[src/rtl/btb_update_ctrl.sv]
// ---------------------------------------------------------------------------
// btb_update_ctrl
//
// Write sequencer for the branch target buffer. The buffer has a single
// lookup port (btb_pc). Fetch normally drives it. Resolved branches from EX
// are queued here, and each one takes the port twice:
//   1. PROBE: check whether the branch PC is already present.
//   2. WRITE: insert or overwrite it.
// Fetch has priority on the port. An update that has been blocked for
// STARVE_LIMIT consecutive cycles takes the port for one cycle and stalls
// fetch. A pipeline flush clears the buffer and drops any queued updates.
//
// Ports
//   clk, reset              clock; asynchronous active-low reset
//   fetch_req/fetch_pc      IF lookup request and PC
//   fetch_hit/fetch_target  lookup result (combinational); target is 0 on miss
//   fetch_stall             port taken by an update this cycle; IF holds its PC
//   upd_valid/upd_ready     EX resolved-branch handshake
//   upd_pc/target/taken     resolved-branch payload
//   flush_req               clear buffer and queue
//   btb_pc                  PC presented to the buffer (lookup and write)
//   btb_target/btb_way      write data and way, valid while btb_insert is high
//   btb_insert, btb_clr     one-cycle write and clear strobes
//   btb_found/btb_hit_way   buffer lookup result for btb_pc
//   btb_lookup_target       target held in the hitting way
//   busy                    controller active or updates pending
// ---------------------------------------------------------------------------
module btb_update_ctrl #(
   parameter int BTB_SIZE     = 8,   // power of 2
   parameter int WAY_W        = 3,   // log2(BTB_SIZE)
   parameter int QDEPTH       = 2,   // power of 2, at least 2
   parameter int STARVE_LIMIT = 4
) (
   input  logic             clk,
   input  logic             reset,
   input  logic             fetch_req,
   input  logic [31:0]      fetch_pc,
   output logic             fetch_hit,
   output logic [31:0]      fetch_target,
   output logic             fetch_stall,
   input  logic             upd_valid,
   output logic             upd_ready,
   input  logic [31:0]      upd_pc,
   input  logic [31:0]      upd_target,
   input  logic             upd_taken,
   input  logic             flush_req,
   output logic [31:0]      btb_pc,
   output logic [31:0]      btb_target,
   output logic             btb_insert,
   output logic [WAY_W-1:0] btb_way,
   output logic             btb_clr,
   input  logic             btb_found,
   input  logic [WAY_W-1:0] btb_hit_way,
   input  logic [31:0]      btb_lookup_target,
   output logic             busy
);

   localparam int QPW = $clog2(QDEPTH);
   localparam int SCW = $clog2(STARVE_LIMIT + 1);

   typedef enum logic [1:0] {IDLE, PROBE, WRITE, CLEAR} state_t;

   state_t           state, state_nxt;
   logic [WAY_W-1:0] rr_ptr, rr_nxt;
   logic [WAY_W-1:0] way_q, way_nxt;
   logic [SCW-1:0]   starve_cnt, starve_nxt;

   // ---------------- update queue ----------------
   // Pointers carry one extra wrap bit, so full and empty can be told apart.
   logic [31:0]    q_pc  [QDEPTH];
   logic [31:0]    q_tgt [QDEPTH];
   logic           q_tk  [QDEPTH];
   logic [QPW:0]   wr_ptr, rd_ptr;
   logic [QPW-1:0] wr_idx, rd_idx;
   logic           empty, full, enq, pop, q_clr;
   logic [31:0]    h_pc, h_tgt;
   logic           h_tk;

   assign wr_idx = wr_ptr[QPW-1:0];
   assign rd_idx = rd_ptr[QPW-1:0];
   assign empty  = (wr_ptr == rd_ptr);
   assign full   = (wr_ptr[QPW] != rd_ptr[QPW]) && (wr_idx == rd_idx);
   assign h_pc   = q_pc[rd_idx];
   assign h_tgt  = q_tgt[rd_idx];
   assign h_tk   = q_tk[rd_idx];

   assign upd_ready = reset & ~full & ~flush_req;
   assign enq       = upd_valid & upd_ready;

   // Payload storage. Entries are only read after their write pointer has
   // been advanced, so the storage needs no reset.
   always_ff @(posedge clk) begin
      if (enq) begin
         q_pc[wr_idx]  <= upd_pc;
         q_tgt[wr_idx] <= upd_target;
         q_tk[wr_idx]  <= upd_taken;
      end
   end

   // ---------------- port arbitration ----------------
   logic needs_port, starved, owns;

   assign needs_port = (state == PROBE) || (state == WRITE);
   assign starved    = (starve_cnt == SCW'(STARVE_LIMIT));
   assign owns       = needs_port && (!fetch_req || starved);

   // ---------------- next state ----------------
   logic insert, clr;

   always_comb begin
      state_nxt  = state;
      rr_nxt     = rr_ptr;
      way_nxt    = way_q;
      starve_nxt = starve_cnt;
      pop        = 1'b0;
      q_clr      = 1'b0;
      insert     = 1'b0;
      clr        = 1'b0;
      case (state)
         // Also start on an update being accepted this cycle. This lets the
         // probe run in the cycle right after acceptance.
         IDLE: if (!empty || enq) state_nxt = PROBE;
         PROBE: begin
            if (!flush_req) begin
               if (owns) begin
                  starve_nxt = '0;
                  if (!h_tk || (btb_found && btb_lookup_target == h_tgt)) begin
                     // Not taken, or already correct: nothing to write.
                     pop       = 1'b1;
                     state_nxt = IDLE;
                  end else if (btb_found) begin
                     way_nxt   = btb_hit_way;
                     state_nxt = WRITE;
                  end else begin
                     way_nxt   = rr_ptr;
                     rr_nxt    = (rr_ptr == WAY_W'(BTB_SIZE - 1)) ? '0 : rr_ptr + WAY_W'(1);
                     state_nxt = WRITE;
                  end
               end else if (!starved) begin
                  starve_nxt = starve_cnt + SCW'(1);
               end
            end
         end
         WRITE: begin
            if (!flush_req) begin
               if (owns) begin
                  starve_nxt = '0;
                  insert     = 1'b1;
                  pop        = 1'b1;
                  state_nxt  = IDLE;
               end else if (!starved) begin
                  starve_nxt = starve_cnt + SCW'(1);
               end
            end
         end
         CLEAR: begin
            clr        = 1'b1;
            q_clr      = 1'b1;
            rr_nxt     = '0;
            starve_nxt = '0;
            state_nxt  = IDLE;
         end
         default: state_nxt = IDLE;
      endcase
      // Flush wins from every state. It aborts an in-flight probe or write.
      if (flush_req) state_nxt = CLEAR;
   end

   always_ff @(posedge clk or negedge reset) begin
      if (!reset) begin
         state      <= IDLE;
         rr_ptr     <= '0;
         way_q      <= '0;
         starve_cnt <= '0;
         wr_ptr     <= '0;
         rd_ptr     <= '0;
      end else begin
         state      <= state_nxt;
         rr_ptr     <= rr_nxt;
         way_q      <= way_nxt;
         starve_cnt <= starve_nxt;
         // A clear drops everything queued before it. An update accepted in
         // the same cycle is still kept.
         if (q_clr)    rd_ptr <= wr_ptr;
         else if (pop) rd_ptr <= rd_ptr + (QPW+1)'(1);
         if (enq)      wr_ptr <= wr_ptr + (QPW+1)'(1);
      end
   end

   // ---------------- outputs ----------------
   assign fetch_stall  = fetch_req & owns;
   assign fetch_hit    = reset & fetch_req & btb_found & ~fetch_stall;
   assign fetch_target = fetch_hit ? btb_lookup_target : 32'h0;

   assign btb_pc     = !reset ? 32'h0 : (owns ? h_pc : fetch_pc);
   assign btb_insert = insert;
   assign btb_target = insert ? h_tgt : 32'h0;
   assign btb_way    = insert ? way_q : '0;
   assign btb_clr    = clr;
   assign busy       = (state != IDLE) || !empty;

endmodule

[config.mk]
export PLATFORM = sky130hd
export DESIGN_NAME = btb_update_ctrl
export DESIGN_NICKNAME = d
export VERILOG_FILES = /design/src/rtl/btb_update_ctrl.sv
export SDC_FILE = /design/constraint.sdc
export NUM_CORES = 1
export LEC_CHECK = 0
export ABC_AREA = 1
export ABC_CLOCK_PERIOD_IN_PS = 4900
export CAP_MARGIN = 0
export CORE_ASPECT_RATIO = 0.6
export CORE_MARGIN = 5
export CORE_UTILIZATION = 46
export CTS_BUF_LIST = sky130_fd_sc_hd__clkbuf_4 sky130_fd_sc_hd__clkbuf_8 sky130_fd_sc_hd__clkbuf_16
export DETAILED_ROUTE_END_ITERATION = 7
export GPL_TIMING_DRIVEN = 0
export MAX_ROUTING_LAYER = met4
export PLACE_DENSITY_LB_ADDON = 0.25
export SLEW_MARGIN = 0
export SYNTH_ARGS = -nofsm -noshare
export SYNTH_HDL_FRONTEND = slang
export SYNTH_SLANG_ARGS = --single-unit
[constraint.sdc]
create_clock -name clk -period 4.9 [get_ports clk]
set_input_delay 0.735 -clock clk [delete_from_list [all_inputs] [get_ports clk]]
set_output_delay 0.735 -clock clk [all_outputs]
set_load 0.1 [all_outputs]
=== After elaboration in Yosys (flattened, before gate mapping) ===
Memories as Yosys holds them, arrays and structs flattened.
Index checks and enable logic that the tools add are counted.

* Divide/modulo/power cells: 0
* Shift operators: 0
* Add/sub/neg operators: 4
* Eq/ne operators: 18
* Reductions and logical operators: 21
* $mul: 0
* Multiplexer cells: 34
* $lt $le $gt $ge: 0
* Bitwise logic cells: 11

{| class="wikitable"
|+ Operators by type and width
! kind !! count
|-
| 32-bit two-way mux || 4
|-
| 32-bit == test || 1
|-
| 3-bit two-way mux || 10
|-
| 2-bit two-way mux || 7
|-
| 3-bit case mux with 2 select lines || 2
|-
| 2-bit inequality test, second input constant || 5
|-
| 1-bit two-way mux || 9
|-
| 3-bit inequality test, second input constant || 3
|-
| 2-bit case mux with 4 select lines || 1
|-
| 2-bit nonzero test || 4
|-
| 1-bit AND || 7
|-
| 3-bit by 1-bit adder with 3-bit output, second input constant || 2
|-
| 3-bit == test, second input constant || 2
|-
| 3-bit AND reduction || 2
|-
| 1-bit logical OR || 5
|-
| 5-bit AND reduction || 1
|-
| 2-bit by 1-bit adder with 2-bit output, second input constant || 2
|-
| 2-bit == test, second input constant || 2
|-
| 1-bit inverter || 4
|-
| 4-bit AND reduction || 1
|-
| 1-bit logical AND || 3
|-
| 1-bit logical NOT || 3
|-
| 3-bit by 2-bit inequality test with 1-bit output, second input constant || 1
|-
| 2-bit by 1-bit == test with 1-bit output, second input constant || 1
|-
| other kinds (6) || 6
|}

* Memories: 3
* Latch bits: 0
* RAM bits: 130
* Bits in registers: 15
* ROM bits: 0
* Word-level logic and storage cells: 97

{| class="wikitable"
|+ Memories
! memory !! depth !! bits a word !! read ports !! clocked after Yosys merged registers in !! wr ports !! RTL line !! text
|-
| q_pc || 2 || 32 || 1 || 0 || 1 || 70 || <nowiki>logic [31:0] q_pc [QDEPTH];</nowiki>
|-
| q_tgt || 2 || 32 || 1 || 0 || 1 || 71 || <nowiki>logic [31:0] q_tgt [QDEPTH];</nowiki>
|-
| q_tk || 2 || 1 || 1 || 0 || 1 || 72 || <nowiki>logic q_tk [QDEPTH];</nowiki>
|}

=== Logic depth before layout (Yosys ltp) ===
* Depth after elaboration: 10
* Depth in mapped cells: 15
* Gate-level depth less buffers: 14

=== Worst setup path before layout ===
No wires, ideal clock.

* Path kind: register -> register
* Start: register rd_ptr[0]
* End: memory q_pc[1][0] (enable)
* Path slack: -0.487 ns
* Setup time: 0.491 ns
* Stages on the path, launching flop included: 9
* Path buffers: 2
* Required time: 4.409 ns
* Period minus slack after synthesis: 5.387 ns
* Arrival time: 4.896 ns
* Cells stage by stage: dfrtp_1 buf_4 buf_4 xnor2_1 nand2_1 nand2_1 nor2_2 nand2_1 nor2_1

* Cells in the longest elaborated chain, start to end: 8

{| class="wikitable"
|+ RTL lines
! item !! RTL line !! text
|-
| start: declaration || 73 || <nowiki>logic [QPW:0] wr_ptr, rd_ptr;</nowiki>
|-
| start signal: assignment || 184 || <nowiki>if (q_clr) rd_ptr <= wr_ptr;</nowiki>
|-
| start signal: assignment || 185 || <nowiki>else if (pop) rd_ptr <= rd_ptr + (QPW+1)'(1);</nowiki>
|-
| 1-bit == test || 82 || <nowiki>assign full = (wr_ptr[QPW] != rd_ptr[QPW]) && (wr_idx == rd_idx);</nowiki>
|-
| 1-bit logical AND || 82 ||
|-
| 1-bit inverter || 87 || <nowiki>assign upd_ready = reset & ~full & ~flush_req;</nowiki>
|-
| 1-bit AND (2 in a row) || 87 ||
|-
| net upd_ready || 42 || <nowiki>output logic upd_ready,</nowiki>
|-
| 1-bit AND || 88 || <nowiki>assign enq = upd_valid & upd_ready;</nowiki>
|-
| 1-bit two-way mux || 93 || <nowiki>if (enq) begin</nowiki>
|-
| 1-bit two-way mux (implied by the code) || 94 || <nowiki>q_pc[wr_idx] <= upd_pc;</nowiki>
|-
| end: declaration || 70 ||
|}

The timed path passes the listed nets, and every way through them passes these cells.

=== Worst setup path after layout ===
* Start: input port fetch_req
* End: output port btb_insert

* Cells in the longest elaborated chain, start to end: 6

{| class="wikitable"
|+ RTL lines
! item !! RTL line !! text
|-
| start: declaration || 36 || <nowiki>input logic fetch_req,</nowiki>
|-
| 1-bit logical NOT || 105 || <nowiki>assign owns = needs_port && (!fetch_req || starved);</nowiki>
|-
| 1-bit logical OR || 105 ||
|-
| 1-bit logical AND || 105 ||
|-
| 1-bit two-way mux || 146 || <nowiki>if (owns) begin</nowiki>
|-
| 1-bit two-way mux || 145 || <nowiki>if (!flush_req) begin</nowiki>
|-
| 1-bit two-way mux || 119 || <nowiki>case (state)</nowiki>
|-
| end: declaration || 49 || <nowiki>output logic btb_insert,</nowiki>
|}

No other way between the ends.

==> results_dict.tcl <==
set metrics [dict create \
    rsz0062_at_grt "false" \
    cts_tree "done" \
    endpoint_kind "output pin" \
    nNetsFinal 1170 \
    peakVddDrop_v 0.000435 \
    critical_path_class "in2out" \
    via_per_inst 5.12 \
    antenna_found_initial 0 \
    numCtsBuffers 17 \
    synthesis.nets 905 \
    ioPinCount 243 \
    post-route-period-util_pct 95.4 \
    drc_errors 0 \
    tns_ns 0 \
    design_area_sq_um 10400 \
    cts.reportedPaths.clkPinSlew_ns 0.06 \
    place.gp.congestion 0.882 \
    overflow 0 \
    portBuffers 242 \
    finalCriticalPeriod_ns 4.67 \
    start_kind "primary input" \
    drive_above_1_share_pct 5.41 \
    antenna_cells 0 \
    hpwl_mm 16.2 \
    root_buffer "clkbuf_16" \
    ys_types 29 \
    ys_seq_area_share_pct 60.9 \
    ys_warn_count 0 \
    fill_cells 1171 \
    synth.cell_area_sq_um 7030 \
    p_per_area_nw_per_um2 535 \
    placed_area_sq_um 9800 \
    vias 6338 \
    cap_violations 0 \
    syn_inst 758 \
    dp_cells 1207 \
    die_area_sq_um 17900 \
    syn_area_per_cell_sq_um 9.27 \
    dr.pass1.iters 5 \
    hold_class "in2async" \
    cts-root-to-sink-buffers 2 \
    post-cts-setup-buffers 0 \
    first_global_vias 6084 \
    grt_pass1_wl_mm 33.0 \
    outcome "complete, no violations" \
    core_area_sq_um 15200 \
    fmax_ghz 0.214 \
    wl_per_cell_microns 17.5 \
    start_util_pct 46.4 \
    hold_viol 0 \
    setup-violations-final 0 \
    final_common_cell "nand2_1" \
    most-common-layout-cells "nand2_1, clkdlybuf4s50_1, edfxtp_1" \
    die_h_microns 106 \
    routed_wl_mm 21.7 \
    grt_max_degree 32 \
    ys_ff_latch 145 \
    hold_buffers 0 \
    layout.cells.non_filler 1239 \
    critical_path_required_ns 4.16 \
    dr.first_iter.drc_count 480 \
    die_w_microns 170 \
    cp_max_fo 10 \
    h-tree-depth 4 \
    clock_latency_ns 0.42 \
    utilization_pct 68.7 \
    cellLeakagePower_nw 4.41 \
    cts_num_sinks 145 \
    critical_path_arrival_ns 3.94 \
    worstMarginPinSlew_ns 1.07 \
    area_growth_pct 48.1 \
    max-slew-margin-rel_pct 28.8 \
    ant_nets 0 \
    rows 35 \
    grt_use_total_pct 24.7 \
    drv_slew 0 \
    fin_skew_ns 0.0146 \
]
synth_stat cells:
master / count / area share, %
nand2_4: 1 / 0.16
dfrtp_1: 15 / 5.3
o211ai_1: 8 / 0.85
a21oi_1: 22 / 1.6
nand2_2: 1 / 0.089
nand2_1: 237 / 13
buf_6: 2 / 0.32
xnor2_1: 2 / 0.25
inv_2: 2 / 0.11
buf_2: 4 / 0.28
clkbuf_1: 19 / 1.0
buf_1: 5 / 0.27
nand3_2: 1 / 0.14
nand4_1: 4 / 0.36
edfxtp_1: 130 / 56
a31oi_2: 1 / 0.18
o21bai_2: 1 / 0.16
xor2_1: 5 / 0.62
buf_4: 3 / 0.32
nor2_2: 1 / 0.089
ha_1: 9 / 1.6
a31oi_1: 32 / 2.8
o21ai_1: 13 / 0.93
nor2_1: 74 / 4.0
nand3_1: 33 / 2.3
o22ai_1: 2 / 0.18
inv_1: 86 / 4.6
o21ai_0: 44 / 3.1
a22oi_1: 1 / 0.11
per-stage QoR:
stage / hold WS [ns] / setup slack [ns] / power [mW]
finish: 0.299 / 0.226 / 5.57
global route: 0.327 / 0.000491 / 5.87
CTS: 0.498 / 0.0605 / 5.60
detailed placement: 0.482 / -0.236 / 4.30
global placement: 0.478 / -0.633 / 4.25
floorplan: 0.439 / 0.593 / 3.53
final cells by class:
cell class                 instances  area [sq um]  share of cell area [%]
clock buffer                      17           425                    4.09
inverter                          88           330                    3.17
clock inverter                    15           166                    1.60
timing repair buffer             246          2520                    24.2
buffer                            33           155                    1.49
tap                              203           254                    2.44
sequential                       145          4280                    41.1
multi-input combinational        492          2280                    21.9
final timing paths:
kind	start	endpoint	slack (ns)	cells after the start
max	fetch_req	btb_insert	0.23	9
min	reset	wr_ptr[0]	0.30	1
max reg2reg	rd_ptr[0]	q_pc[1][31]	2.36	9
min reg2reg	way_q[2]	way_q[2]	0.50	2
max in group asynchronous	reset	rd_ptr[1]	4.23	1
min in group clk	way_q[2]	way_q[2]	0.50	2
cells by family after synthesis:
| kind of cell | synth area share, % |
|---|---|
| buffers and inverters | 6.91 |
| xor gates and xnor gates | 0.872 |
| adders and majority gates | 1.60 |
| AOI/OAI and AO/OA | 9.95 |
| DFF | 60.9 |
| and+or+nand+nor | 19.8 |
report_power, final:
part           switching [mW]  internal [mW]
registers              0.0672           1.50
logic                    2.01          0.698
clock network           0.563          0.727
registers in the layout, summed over array words and instances, names as in the netlist:
signal	flops
wr_ptr	2
q_pc	64
rd_ptr	2
q_tgt	64
q_tk	2
starve_cnt	3
state	2
way_q	3
rr_ptr	3
layer usage:
metal  GRT usage [%]  share of wire, %  up-vias
met4            4.88               1.2        0
met5               -                 0        -
met3            8.43                11       22
met1            32.6                42     2944
met2            37.4                45      306
li1                -                 -     3066
worst max-delay path: stages:
cell             delay, ns
clkdlybuf4s50_1       0.49
a21oi_1               0.32
inv_1                 0.16
nor2_1                0.19
nand2_1               0.12
clkbuf_1              0.29
buf_1                 0.37
inv_1                 0.11
clkdlybuf4s50_1       1.13
timing repair:
action,in CTS,in global routing
cloned,0,0
endpoints found under the setup margin,22,21
resized for setup,1,12
No activity file was read; power rests on OpenSTA's default activity.
